### src/rtl/hazard_ctrl.sv
// rtl/hazard_ctrl.sv - decode-stage hazard controller: forwarding selects, load-use stall FSM, stall counter
// Operands are bypassed from EXE/MEM by register match; loads in EXE stall decode for LOAD_LAT cycles.
module hazard_ctrl #(
  parameter int REG_AW   = 5,
  parameter int LOAD_LAT = 1,
  parameter int CNT_W    = 16
) (
  input  logic              clk,
  input  logic              rst,
  input  logic [REG_AW-1:0] rs1,
  input  logic [REG_AW-1:0] rs2,
  input  logic              use_rs1,
  input  logic              use_rs2,
  input  logic [REG_AW-1:0] rd_EXE,
  input  logic              regwrite_EXE,
  input  logic              memread_EXE,
  input  logic [REG_AW-1:0] rd_MEM,
  input  logic              regwrite_MEM,
  input  logic              branch_taken_D,
  input  logic              cnt_clr,
  output logic              Sel_Rs1D,
  output logic              Sel_Rs2D,
  output logic [1:0]        Sel_Comp_Rs1D,
  output logic [1:0]        Sel_Comp_Rs2D,
  output logic              stall_F,
  output logic              stall_D,
  output logic              flush_EXE,
  output logic              flush_D,
  output logic [CNT_W-1:0]  stall_cycles
);

  typedef enum logic {
    IDLE  = 1'b0,
    STALL = 1'b1
  } state_t;

  localparam logic [1:0] CNT_INIT = 2'(LOAD_LAT - 1);

  state_t             state_q, state_d;
  logic [1:0]         cnt_q, cnt_d;
  logic [CNT_W-1:0]   stall_cycles_q, stall_cycles_d;

  logic hit_exe_rs1, hit_exe_rs2, hit_mem_rs1, hit_mem_rs2;
  logic load_use;
  logic stall;
  logic [1:0] comp_rs1, comp_rs2;

  // x0 is hard-wired zero, so a write to it never produces a forwardable value.
  always_comb begin
    hit_exe_rs1 = regwrite_EXE & use_rs1 & (rd_EXE != '0) & (rd_EXE == rs1);
    hit_exe_rs2 = regwrite_EXE & use_rs2 & (rd_EXE != '0) & (rd_EXE == rs2);
    hit_mem_rs1 = regwrite_MEM & use_rs1 & (rd_MEM != '0) & (rd_MEM == rs1);
    hit_mem_rs2 = regwrite_MEM & use_rs2 & (rd_MEM != '0) & (rd_MEM == rs2);
    load_use    = memread_EXE & (hit_exe_rs1 | hit_exe_rs2);
  end

  // EXE holds the younger producer, so it wins over MEM.
  always_comb begin
    comp_rs1 = 2'b00;
    comp_rs2 = 2'b00;
    if (hit_exe_rs1)      comp_rs1 = 2'b01;
    else if (hit_mem_rs1) comp_rs1 = 2'b10;
    if (hit_exe_rs2)      comp_rs2 = 2'b01;
    else if (hit_mem_rs2) comp_rs2 = 2'b10;
  end

  always_comb begin
    state_d = state_q;
    cnt_d   = cnt_q;
    stall   = 1'b0;
    case (state_q)
      IDLE: begin
        if (load_use) begin
          stall = 1'b1;
          if (LOAD_LAT > 1) begin
            state_d = STALL;
            cnt_d   = CNT_INIT;
          end
        end
      end
      STALL: begin
        // load_use is deliberately ignored here; it is re-evaluated once back in IDLE.
        stall = 1'b1;
        cnt_d = cnt_q - 2'd1;
        if (cnt_q <= 2'd1) begin
          state_d = IDLE;
          cnt_d   = 2'd0;
        end
      end
      default: begin
        state_d = IDLE;
        cnt_d   = 2'd0;
      end
    endcase
  end

  always_comb begin
    stall_cycles_d = stall_cycles_q;
    if (cnt_clr)
      stall_cycles_d = '0;
    else if (stall && !(&stall_cycles_q))
      stall_cycles_d = stall_cycles_q + CNT_W'(1);
  end

  always_ff @(posedge clk or posedge rst) begin
    if (rst) begin
      state_q        <= IDLE;
      cnt_q          <= 2'd0;
      stall_cycles_q <= '0;
    end else begin
      state_q        <= state_d;
      cnt_q          <= cnt_d;
      stall_cycles_q <= stall_cycles_d;
    end
  end

  // Every output is held low while reset is asserted, combinational paths included.
  always_comb begin
    Sel_Rs1D      = ~rst & hit_mem_rs1;
    Sel_Rs2D      = ~rst & hit_mem_rs2;
    Sel_Comp_Rs1D = {2{~rst}} & comp_rs1;
    Sel_Comp_Rs2D = {2{~rst}} & comp_rs2;
    stall_F       = ~rst & stall;
    stall_D       = ~rst & stall;
    flush_EXE     = ~rst & stall;
    flush_D       = ~rst & branch_taken_D & ~stall;
    stall_cycles  = rst ? '0 : stall_cycles_q;
  end

endmodule
### config.mk
export PLATFORM = sky130hd
export DESIGN_NAME = hazard_ctrl
export DESIGN_NICKNAME = d
export VERILOG_FILES = /design/src/rtl/hazard_ctrl.sv
export SDC_FILE = /design/constraint.sdc
export NUM_CORES = 1
export LEC_CHECK = 0
export BUFFER_PORTS_ARGS = -buffer_cell sky130_fd_sc_hd__buf_2
export CORE_AREA = 2 2 73 75
export CTS_CLUSTER_SIZE = 24
export DETAILED_ROUTE_END_ITERATION = 8
export DIE_AREA = 0 0 75 77
export GPL_TIMING_DRIVEN = 0
export PLACE_DENSITY = 0.5
export SLEW_MARGIN = 20
export SYNTH_ARGS = -nofsm -noshare
export SYNTH_HDL_FRONTEND = slang
export SYNTH_SLANG_ARGS = --single-unit
### constraint.sdc
create_clock -name clk -period 3 [get_ports clk]
set_input_delay 0.45 -clock clk [delete_from_list [all_inputs] [get_ports clk]]
set_output_delay 0.45 -clock clk [all_outputs]
set_load 0.01 [all_outputs]
==> results of run 1 <==
power breakdown:
group / internal [mW] / leakage [nW] / switching, mW
sequential: 0.256 / 0.266 / 0.000217
combinational: 0.0345 / 0.573 / 0.0450
clock: 0.0937 / 0.0217 / 0.0919
cell type report:
class	instances	share of cell area
flip-flops and latches	19	0.2597
repair buffers	53	0.1449
clock inverters	1	0.004101
plain buffers	7	0.01846
well taps	70	0.04785
inverters	9	0.01846
multi-input cells	132	0.4839
clock buffers	3	0.02256
cell families after synthesis:
kind of cell	Yosys count	share of synthesized area
adder cells (fa/ha/maj)	1	0.008755
buffers and inverters	16	0.04728
XOR/XNOR	29	0.1778
AND/OR/NAND/NOR	73	0.2741
multiplexers	4	0.03065
AO/OA/AOI/OAI	25	0.1287
flip-flops	19	0.3328
through the flow:
stage	util	cell area, um^2	instances	hold WS, ps
6_report	0.3678	1831	294	324.7
5_1_grt	0.3678	1831	294	417.5
4_1_cts	0.3678	1831	294	370.8
3_5_place_dp	0.3580	1782	290	499.0
3_3_place_gp	0.3580	1782	290	491.5
2_1_floorplan	-	1429	167	414.8
worst reg2reg max path: cells and delay by family (launching register included):
kind / cells / cell delay [ps]
compound gates: 1 / 260
flops: 1 / 450
mux: 1 / 310
simple gates: 4 / 820
cell usage in the layout, fill, tap and decap left out, types with 6 or more instances in the layout:
master / count
and3_1: 6
buf_2: 53
dfrtp_1: 19
inv_1: 9
nand3_1: 8
nor2_1: 21
nor2b_1: 14
nor3_1: 6
o21ai_0: 6
xnor2_1: 13
xor2_1: 16
worst min path at each step:
stage                     startpoint                 to  depth (start not counted)
after floorplan                  rst           cnt_q[0]                          1
after global placement      cnt_q[1]            state_q                          1
after detailed placement    cnt_q[1]            state_q                          1
after CTS                        rst  stall_cycles_q[2]                          2
after global routing             rst  stall_cycles_q[2]                          2
final                            rst  stall_cycles_q[2]                          2
metal layers:
layer  up-vias  GRT usage
li1        682          -
met1       595     0.1613
met2        44     0.2061
met3         4    0.02234
met4         0    0.03750
met5         -          0
registers in the layout (all words and copies together), names as in the netlist:
signal / flops
stall_cycles_q: 16
cnt_q: 2
state_q: 1
cell usage after synthesis, drive strengths merged (2+ instances only):
cell / instances
nor4: 3
mux2: 3
o211ai: 5
or4: 2
o2111ai: 2
and3: 6
or3: 3
nand2: 4
xor2: 16
inv: 9
nand4: 3
nand3: 8
nor3: 6
dfrtp: 19
nor2: 22
o21a: 2
xnor2: 13
buf: 3
o21ai: 7
clkbuf: 4
a21oi: 4
nor2b: 14
and2: 2
==> impl_results.md, run 1 <==
* Antenna violations before repair at 0
* Status: finished, final reports clean
* Max-Cap Viols at 0
* First-pass GRT wire length at 5.837 mm
* Layout fillers at 542
* CP dominant cell by count: buf_2
* Critical path startpoint: rd_EXE[2]
* CTS tree: yes
* Register area at 475.5 um^2
* Rel. slew slack at 0.4870
* Hold_buf cts at 0
* CTS resizes at 0
* Fin Setup TNS at 0 ps
* Vias in the first global route at 1,279
* Slack of the critical path at 219.5 ps
* Hpwl dp at 2.732 mm
* Ys Warns at 0
* RSZ-0062 raised after global routing: no
* Final min period at 2780 ps
* Clock transition at path regs at 80 ps
* Overflow after GRT at 0
* Mapped Cells at 167
* Clock buffer depth at 2
* Routed via count at 1,325
* FF-to-FF End: stall_cycles_q[2]
* FP Rows at 26
* Synth area leaders: dfrtp_1 (33%), xor2_1 (9.8%), xnor2_1 (8.0%), nor2b_1 (6.1%), nor2_1 (5.5%)
* Final GP Congestion at 0.8184
* CP Launch Type: input port
* CTS root buffer: clkbuf_8
* Leakage at 0.8602 nW
* Critical Path Stages at 9
* Pwr dens at 284.8 nW/um^2
* Met1 wire length at 1.470 mm
* DR vias/cell at 4.507
* Number of library cell types mapped by synthesis at 35
* Post-synth top flop: dfrtp_1
* Num Clock Sinks at 19
* Max frequency at 0.3597 GHz
* Post-CTS setup buffer count at 0
* Critical-path cell list: buf_2, xor2_1, nor4_1, nand3_1, a211oi_4, nor2_2, nor2_1, buf_4, buf_2
* Worst ir drop on vdd at 123.2 uV
* Die footprint at 5775 um^2
* Setup crit end: stall_F
* Uppermost layer routed: met4
* Critical Path RT at 2550 ps
* Area share of the largest cell type after synthesis at 0.3327
* CP bufs+invs at 3
* #FFs+latches synth at 19
* Post-synth EDFFs at 0
* Slowest CP cell: a211oi_4
* Total power at 521.3 uW
* Area Overhead vs Synth at 28.11%
* I/O Buffers at 53
* Tcrit/Tclk final at 0.9268
* Worst-path fanout max at 10
* Skew final at 4.605 ps
* Starting Density at 0.2871
* Mapped Nets at 197
* R2r setup slk at 1060 ps
* # DRC at 0
* Final hold violations at 0
* Diodes inserted at 0
* Clk_lat worst skew at 260 ps
* Nets at 255
* Wire per inst at 11.26 um
* Sequential fraction of the synthesis area at 0.3327
* Core Region at 4977 um^2
* Final WL at 3.310 mm
* Worst R2R Start: stall_cycles_q[10]
* Critical path's top delay family: simple AND/OR/NAND/NOR gates
* Endpoints failing setup at 0
* CTS Buf Count at 3
* Largest area contributor in the netlist: dfrtp_1
* Worst-margin pin slew at 768.6 ps
* Avg Cell Area, Syn at 8.556 um^2
* Post-Syn Area at 1429 um^2
* Slowest Stage Delay on Critical Path at 480 ps
* Met2 wire len at 1.601 mm
* Data arrival, critical path at 2330 ps
* Hold Path Class: input port to asynchronous set/reset pin
* R2r worst-path depth at 6
* Die Span X at 75 um
* 1st-iter DRT viols at 38
* Pins over their slew limit at 0
* Total track usage at 0.1245
* Share of layout cells above drive strength 1 at 0.2946
* Dpl ws at 180.2 ps
* # IOs at 55
* Synth async-reset ratio at 1.000
* Multi-input gate area at 885.9 um^2
* H-tree levels at 1
* Crit path capture type: output pin
* DR pass1 iterations at 4
* Final antenna-violating net count at 0
* Met3 routed WL at 209 um
* Worst setup path class: input port to output pin
* Largest net degree at the start of global routing at 22
* Die Ht at 77 um
Note: power is estimated with default switching activity, not from simulation.
==> inputs of run 2 (changes only) <==
==> constraint.sdc (replaced) <==
create_clock -name clk -period 3 [get_ports clk]
set_input_delay 0.6 -clock clk [delete_from_list [all_inputs] [get_ports clk]]
set_output_delay 0.6 -clock clk [all_outputs]
set_load 0.01 [all_outputs]
==> run 2 against run 1 <==
Wire length grew 1.7%. Die area is the same. Setup slack got worse by 86 ps. Non-clock buffer count up 2. Register-to-register slack about the same. Maximum frequency down 3.0%. Hold slack gained 22 ps. Combinational power rose by 3.0%. Sequential share of layout area down 0.37 points. Clock skew about the same. Via count grew 1.4%. Clock-buffer cell count unchanged. Largest cell class unchanged.
==> impl_results.md, run 2 (synthesis results as in run 1) <==
* Status: finished, final reports clean
* RSZ-0062 raised after global routing: no
* Clock transition at path regs at 80 ps (about the same)
* CTS tree: yes
* Dpl ws at -119.8 ps (-300.0 ps)
* Skew final at 4.425 ps (-0.1793 ps)
* Data arrival, critical path at 2270 ps (-60 ps)
* Clock buffer depth at 2 (unchanged)
* Final hold violations at 0 (unchanged)
* Num Clock Sinks at 19 (unchanged)
* Slack of the critical path at 133.3 ps (-86.27 ps)
* Final hold slack at 346.7 ps (+22.04 ps)
* Worst-margin pin slew at 447.2 ps (-321.4 ps)
* First-pass GRT wire length at 5.878 mm (+0.70%)
* Starting Density at 0.2871 (unchanged)
* # DRC at 0 (unchanged)
* Max FFs per register at 16 (unchanged)
* Max-Cap Viols at 0 (unchanged)
* Hpwl dp at 2.732 mm (unchanged)
* H-tree levels at 1 (unchanged)
* Largest net degree at the start of global routing at 22 (unchanged)
* Antenna violations before repair at 0 (unchanged)
* Hold_buf cts at 0 (unchanged)
* Diodes inserted at 0 (unchanged)
* Final WL at 3.367 mm (+1.7%)
* Worst-path fanout max at 7 (-3)
* Routed via count at 1,343 (+1.4%)
* DR pass1 iterations at 4 (unchanged)
* Critical Path RT at 2400 ps (-150 ps)
* Worst ir drop on vdd at 123.4 uV (+0.16%)
* Core Region at 4977 um^2 (unchanged)
* Switching Share at 0.2645 (+0.001502)
* I/O Buffers at 53 (unchanged)
* Die Ht at 77 um (unchanged)
* Die footprint at 5775 um^2 (unchanged)
* Leakage at 0.8656 nW (+0.64%)
* Final GP Congestion at 0.8184 (unchanged)
* Wire per inst at 11.38 um (+1.0%)
* Final min period at 2867 ps (+86.27 ps)
* Commonest non-fill, non-tap cells in the layout: buf_2 (53), nor2_1 (21), dfrtp_1 (19)
* Internal power component at 385.3 uW (+0.29%)
* Overflow after GRT at 0 (unchanged)
* Cell area after layout at 1857 um^2 (+1.4%)
* Nets at 257 (+0.78%)
* 1st-iter DRT viols at 43 (+13%)
* Vias in the first global route at 1,283 (+0.31%)
* Dpl cell area at 1782 um^2 (unchanged)
* Rel. slew slack at 0.7012 (+0.2142)
* # IOs at 55 (unchanged)
* Worst setup path class: input port to output pin
* Clk_lat worst skew at 260 ps (about the same)
* Multi-input gate area at 893.4 um^2 (+0.85%)
* FP Rows at 26 (unchanged)
* Comb pwr share at 0.156 (+0.003)
* Share of layout cells above drive strength 1 at 0.3053 (+0.01067)
* Largest regs: stall_cycles_q (16), cnt_q (2), state_q (1)
* Max frequency at 0.3488 GHz (-3.0%)
* Reg with most FFs: stall_cycles_q
* Clock power frac at 0.355 (about the same)
* Final antenna-violating net count at 0 (unchanged)
* Total track usage at 0.1253 (+0.0007895)
* Commonest non-fill, non-tap cell in the layout: buf_2
* Tcrit/Tclk final at 0.9556 (+0.02876)
* Layout fillers at 540 (-0.37%)
* Pwr dens at 282.1 nW/um^2 (-0.93%)
* Hold Path Class: input port to asynchronous set/reset pin
* Fin Setup TNS at 0 ps (unchanged)
* CTS root buffer: clkbuf_8
* Crit path capture type: output pin
* Endpoints failing setup at 0 (unchanged)
* Total power at 523.9 uW (+0.49%)
* Area Overhead vs Synth at 29.95%
* CP Launch Type: input port
* Die Span X at 75 um (unchanged)
* CTS Buf Count at 3 (unchanged)
* Switch Pwr at 138.6 uW (+1.1%)
* DR vias/cell at 4.537 (+0.67%)
* Reg power frac at 0.489 (-0.002)
* Register area at 475.5 um^2 (unchanged)
* Pins over their slew limit at 0 (unchanged)
-- run 2: cell count changes in the layout (fill, tap and decap cells not counted), sizes merged --
cell / change
inv: -1
buf: +2
clkinvlp: +1
-- run 2: worst max-delay path, stage by stage --
cell	delay, ps
buf_2	120
or4_1	570
o21ai_4	240
a211oi_4	80
nor2_2	270
nor2_1	110
buf_4	150
buf_2	130
-- run 2: layout make-up --
type | instances | area share
buffer | 7 | 0.01819
clock buffer | 3 | 0.02224
timing repair buffer | 55 | 0.1509
multi-input combinational | 132 | 0.4811
inverter | 9 | 0.02022
clock inverter | 1 | 0.004043
tap | 70 | 0.04717
sequential | 19 | 0.2561
-- run 2: worst paths after layout --
path,start,end,slack (ps),cells past startpoint
worst max-delay path,rd_EXE[0],stall_F,130,8
worst min-delay path,rst,stall_cycles_q[2],350,2
worst max register to register,stall_cycles_q[10],stall_cycles_q[2],1050,6
worst min register to register,cnt_q[1],state_q,510,1
max in group asynchronous,rst,stall_cycles_q[13],2380,2
min in group clk,cnt_q[1],state_q,510,1
-- run 2: metal layers --
| layer | wire (um) | vias up | track usage |
|---|---|---|---|
| met3 | 215 | 4 | 0.02234 |
| met4 | 29 | 0 | 0.03750 |
| met2 | 1620 | 47 | 0.2070 |
| li1 | - | 687 | - |
| met5 | 0 | - | 0 |
| met1 | 1502 | 605 | 0.1629 |
-- run 2: timing repair --
action                                  CTS  global route
resized for setup                         0             2
endpoints found under the setup margin    4             3
pin swaps                                 1             1
buffers inserted                          1             1
-- run 2: stage by stage --
stage          std cells  utilization
6_report             296       0.3731
3_3_place_gp         290       0.3580
3_5_place_dp         290       0.3580
4_1_cts              295       0.3693
2_1_floorplan        167            -
5_1_grt              296       0.3731
-- run 2: power by group through the flow --
| stage | clock, mW | combinational [mW] | sequential, mW |
|---|---|---|---|
| global placement | 0 | 0.0806 | 0.261 |
| finish | 0.186 | 0.0819 | 0.256 |
| CTS | 0.195 | 0.0823 | 0.256 |
| detailed placement | 0 | 0.0819 | 0.261 |
| global route | 0.206 | 0.0925 | 0.256 |
| floorplan | 0 | 0.0434 | 0.261 |
==> inputs of run 3 (changes only) <==
--- a/config.mk
+++ b/config.mk
@@ -6,12 +6,12 @@
 export NUM_CORES = 1
 export LEC_CHECK = 0
 export BUFFER_PORTS_ARGS = -buffer_cell sky130_fd_sc_hd__buf_2
-export CORE_AREA = 2 2 73 75
+export CORE_AREA = 2 2 60 62
 export CTS_CLUSTER_SIZE = 24
 export DETAILED_ROUTE_END_ITERATION = 8
-export DIE_AREA = 0 0 75 77
+export DIE_AREA = 0 0 62 64
 export GPL_TIMING_DRIVEN = 0
-export PLACE_DENSITY = 0.5
+export PLACE_DENSITY = 0.7
 export SLEW_MARGIN = 20
 export SYNTH_ARGS = -nofsm -noshare
 export SYNTH_HDL_FRONTEND = slang
==> run 3 against run 2 <==
Hold slack improved by 69 ps. Global-route usage rose by 4.5 points. Die area fell by 31%. Wire length fell by 6.6%. Clock-buffer cell count rose by 1. Critical path type unchanged. Core utilization rose by 18 points. Sequential cell count did not move.
==> impl_results.md, run 3 (synthesis results as in run 1) <==
* Starting Density at 0.4350 (+0.1480)
* Clock buffer depth at 2 (unchanged)
* Fin Setup TNS at 0 ps (unchanged)
* Final min period at 2872 ps (+5.100 ps)
* Die Ht at 64 um (-17%)
* Multi-input gate area at 893.4 um^2 (unchanged)
* R2r setup slk at 1030 ps (-20 ps)
* Final WL at 3.144 mm (-6.6%)
* DR pass1 iterations at 4 (unchanged)
* Hold Path Class: input port to asynchronous set/reset pin
* RSZ-0062 raised after global routing: no
* Register area at 475.5 um^2 (unchanged)
* Slowest CP cell: nor4_1
* Clock transition at path regs at 100 ps (+20 ps)
* Data arrival, critical path at 2270 ps (about the same)
* Num Clock Sinks at 19 (unchanged)
* CTS tree: yes
* Max FFs per register at 16 (unchanged)
* Critical-path cell list: buf_2, xor2_1, nor4_1, nand3_1, a211oi_4, nor2_2, nor2_1, buf_4, buf_2
* Core Region at 3284 um^2 (-34%)
* Layout fillers at 323 (-40%)
* Largest regs: stall_cycles_q (16), cnt_q (2), state_q (1)
* Reg with most FFs: stall_cycles_q
* Leakage at 0.8641 nW (-0.18%)
* CTS Buf Count at 3 (unchanged)
* CP Launch Type: input port
* Max frequency at 0.3482 GHz (-0.18%)
* Hpwl dp at 2.494 mm (-8.7%)
* Vias in the first global route at 1,202 (-6.3%)
* Commonest non-fill, non-tap cell in the layout: buf_2
* I/O Buffers at 53 (unchanged)
* Worst-margin pin slew at 745.7 ps (+298.5 ps)
* Diodes inserted at 0 (unchanged)
* Area Overhead vs Synth at 26.01%
* Routed via count at 1,333 (-0.74%)
* Nets at 257 (unchanged)
* Total power at 467.3 uW (-11%)
* Endpoints failing setup at 0 (unchanged)
* Status: finished, final reports clean
* 1st-iter DRT viols at 40 (-7.0%)
* Die Span X at 62 um (-17%)
* Final antenna-violating net count at 0 (unchanged)
* H-tree levels at 1 (unchanged)
* Slowest Stage Delay on Critical Path at 320 ps (-250 ps)
* Tcrit/Tclk final at 0.9573 (+0.001700)
* Critical path's top delay family: simple AND/OR/NAND/NOR gates
* Max-Cap Viols at 0 (unchanged)
* Antenna violations before repair at 0 (unchanged)
* Clk_lat worst skew at 300 ps (+40 ps)
* Critical Path RT at 2400 ps (about the same)
* Pins over their slew limit at 0 (unchanged)
* # DRC at 0 (unchanged)
* Wire per inst at 11.56 um (+1.6%)
* FP Rows at 21 (-19%)
* Overflow after GRT at 0 (unchanged)
* Worst-path fanout max at 7 (unchanged)
* Rel. slew slack at 0.5023 (-0.1989)
* Skew final at 0.7967 ps (-3.629 ps)
* Commonest non-fill, non-tap cells in the layout: buf_2 (53), nor2_1 (21), dfrtp_1 (19)
* Pwr dens at 259.5 nW/um^2 (-8.0%)
* Worst setup path class: input port to output pin
* Crit path capture type: output pin
* Largest net degree at the start of global routing at 22 (unchanged)
* Share of layout cells above drive strength 1 at 0.2965 (-0.008850)
* CTS root buffer: clkbuf_4
* CP dominant cell by count: buf_2
* Worst ir drop on vdd at 100.7 uV (-18%)
* Final GP Congestion at 0.7856 (-4.0%)
* CP bufs+invs at 3 (unchanged)
* Die footprint at 3968 um^2 (-31%)
* Final hold violations at 0 (unchanged)
* # IOs at 55 (unchanged)
* First-pass GRT wire length at 5.140 mm (-13%)
* DR vias/cell at 4.901 (+8.0%)
* Total track usage at 0.1705 (+0.04521)
[run 3: worst paths after layout]
path,from,endpoint,cells after the start
worst max-delay path,rd_EXE[4],stall_D,9
worst min-delay path,rst,stall_cycles_q[3],2
worst max register to register,stall_cycles_q[10],stall_cycles_q[2],6
worst min register to register,cnt_q[1],state_q,1
max in group asynchronous,rst,stall_cycles_q[1],2
min in group clk,cnt_q[1],state_q,1
[run 3: final cells by class]
cell class	count	area share
well taps	46	0.03197
plain buffers	7	0.01876
inverters	9	0.01876
repair buffers	55	0.1557
clock buffers	4	0.01459
flip-flops and latches	19	0.2641
multi-input cells	132	0.4962
[run 3: where the power goes]
group	total (mW)	switching (mW)	internal [mW]
sequential	0.256	0.000234	0.256
clock	0.130	0.0786	0.0519
combinational	0.0805	0.0451	0.0354
total	0.467	0.124	0.343
[run 3: routing by layer]
metal / up-vias / wire length [um] / GRT usage / part of all wire
li1: 695 / - / - / -
met1: 601 / 1406 / 0.2068 / 0.45
met2: 32 / 1567 / 0.2930 / 0.50
met3: 5 / 106 / 0.01822 / 0.034
met4: 0 / 63 / 0.07181 / 0.020
met5: - / 0 / 0 / 0
[run 3: metrics by stage]
stage | std cells | worst slack (ps) | util | hold slack, ps | area, um^2
after floorplan | 167 | 254.8 | - | 473.9 | 1429
after global placement | 266 | -112.8 | 0.5333 | 484.7 | 1752
after detailed placement | 266 | -121.9 | 0.5333 | 489.9 | 1752
after CTS | 271 | 76.22 | 0.5436 | 454.4 | 1785
after global routing | 272 | 19.89 | 0.5482 | 487.8 | 1800
final | 272 | 128.2 | 0.5482 | 415.5 | 1800
[run 3: what timing repair did]
item	CTS	global route
hold buffers	0	0
resized for setup	0	1
endpoints found under the setup margin	4	2
buffers inserted	1	1
pin swaps	1	1
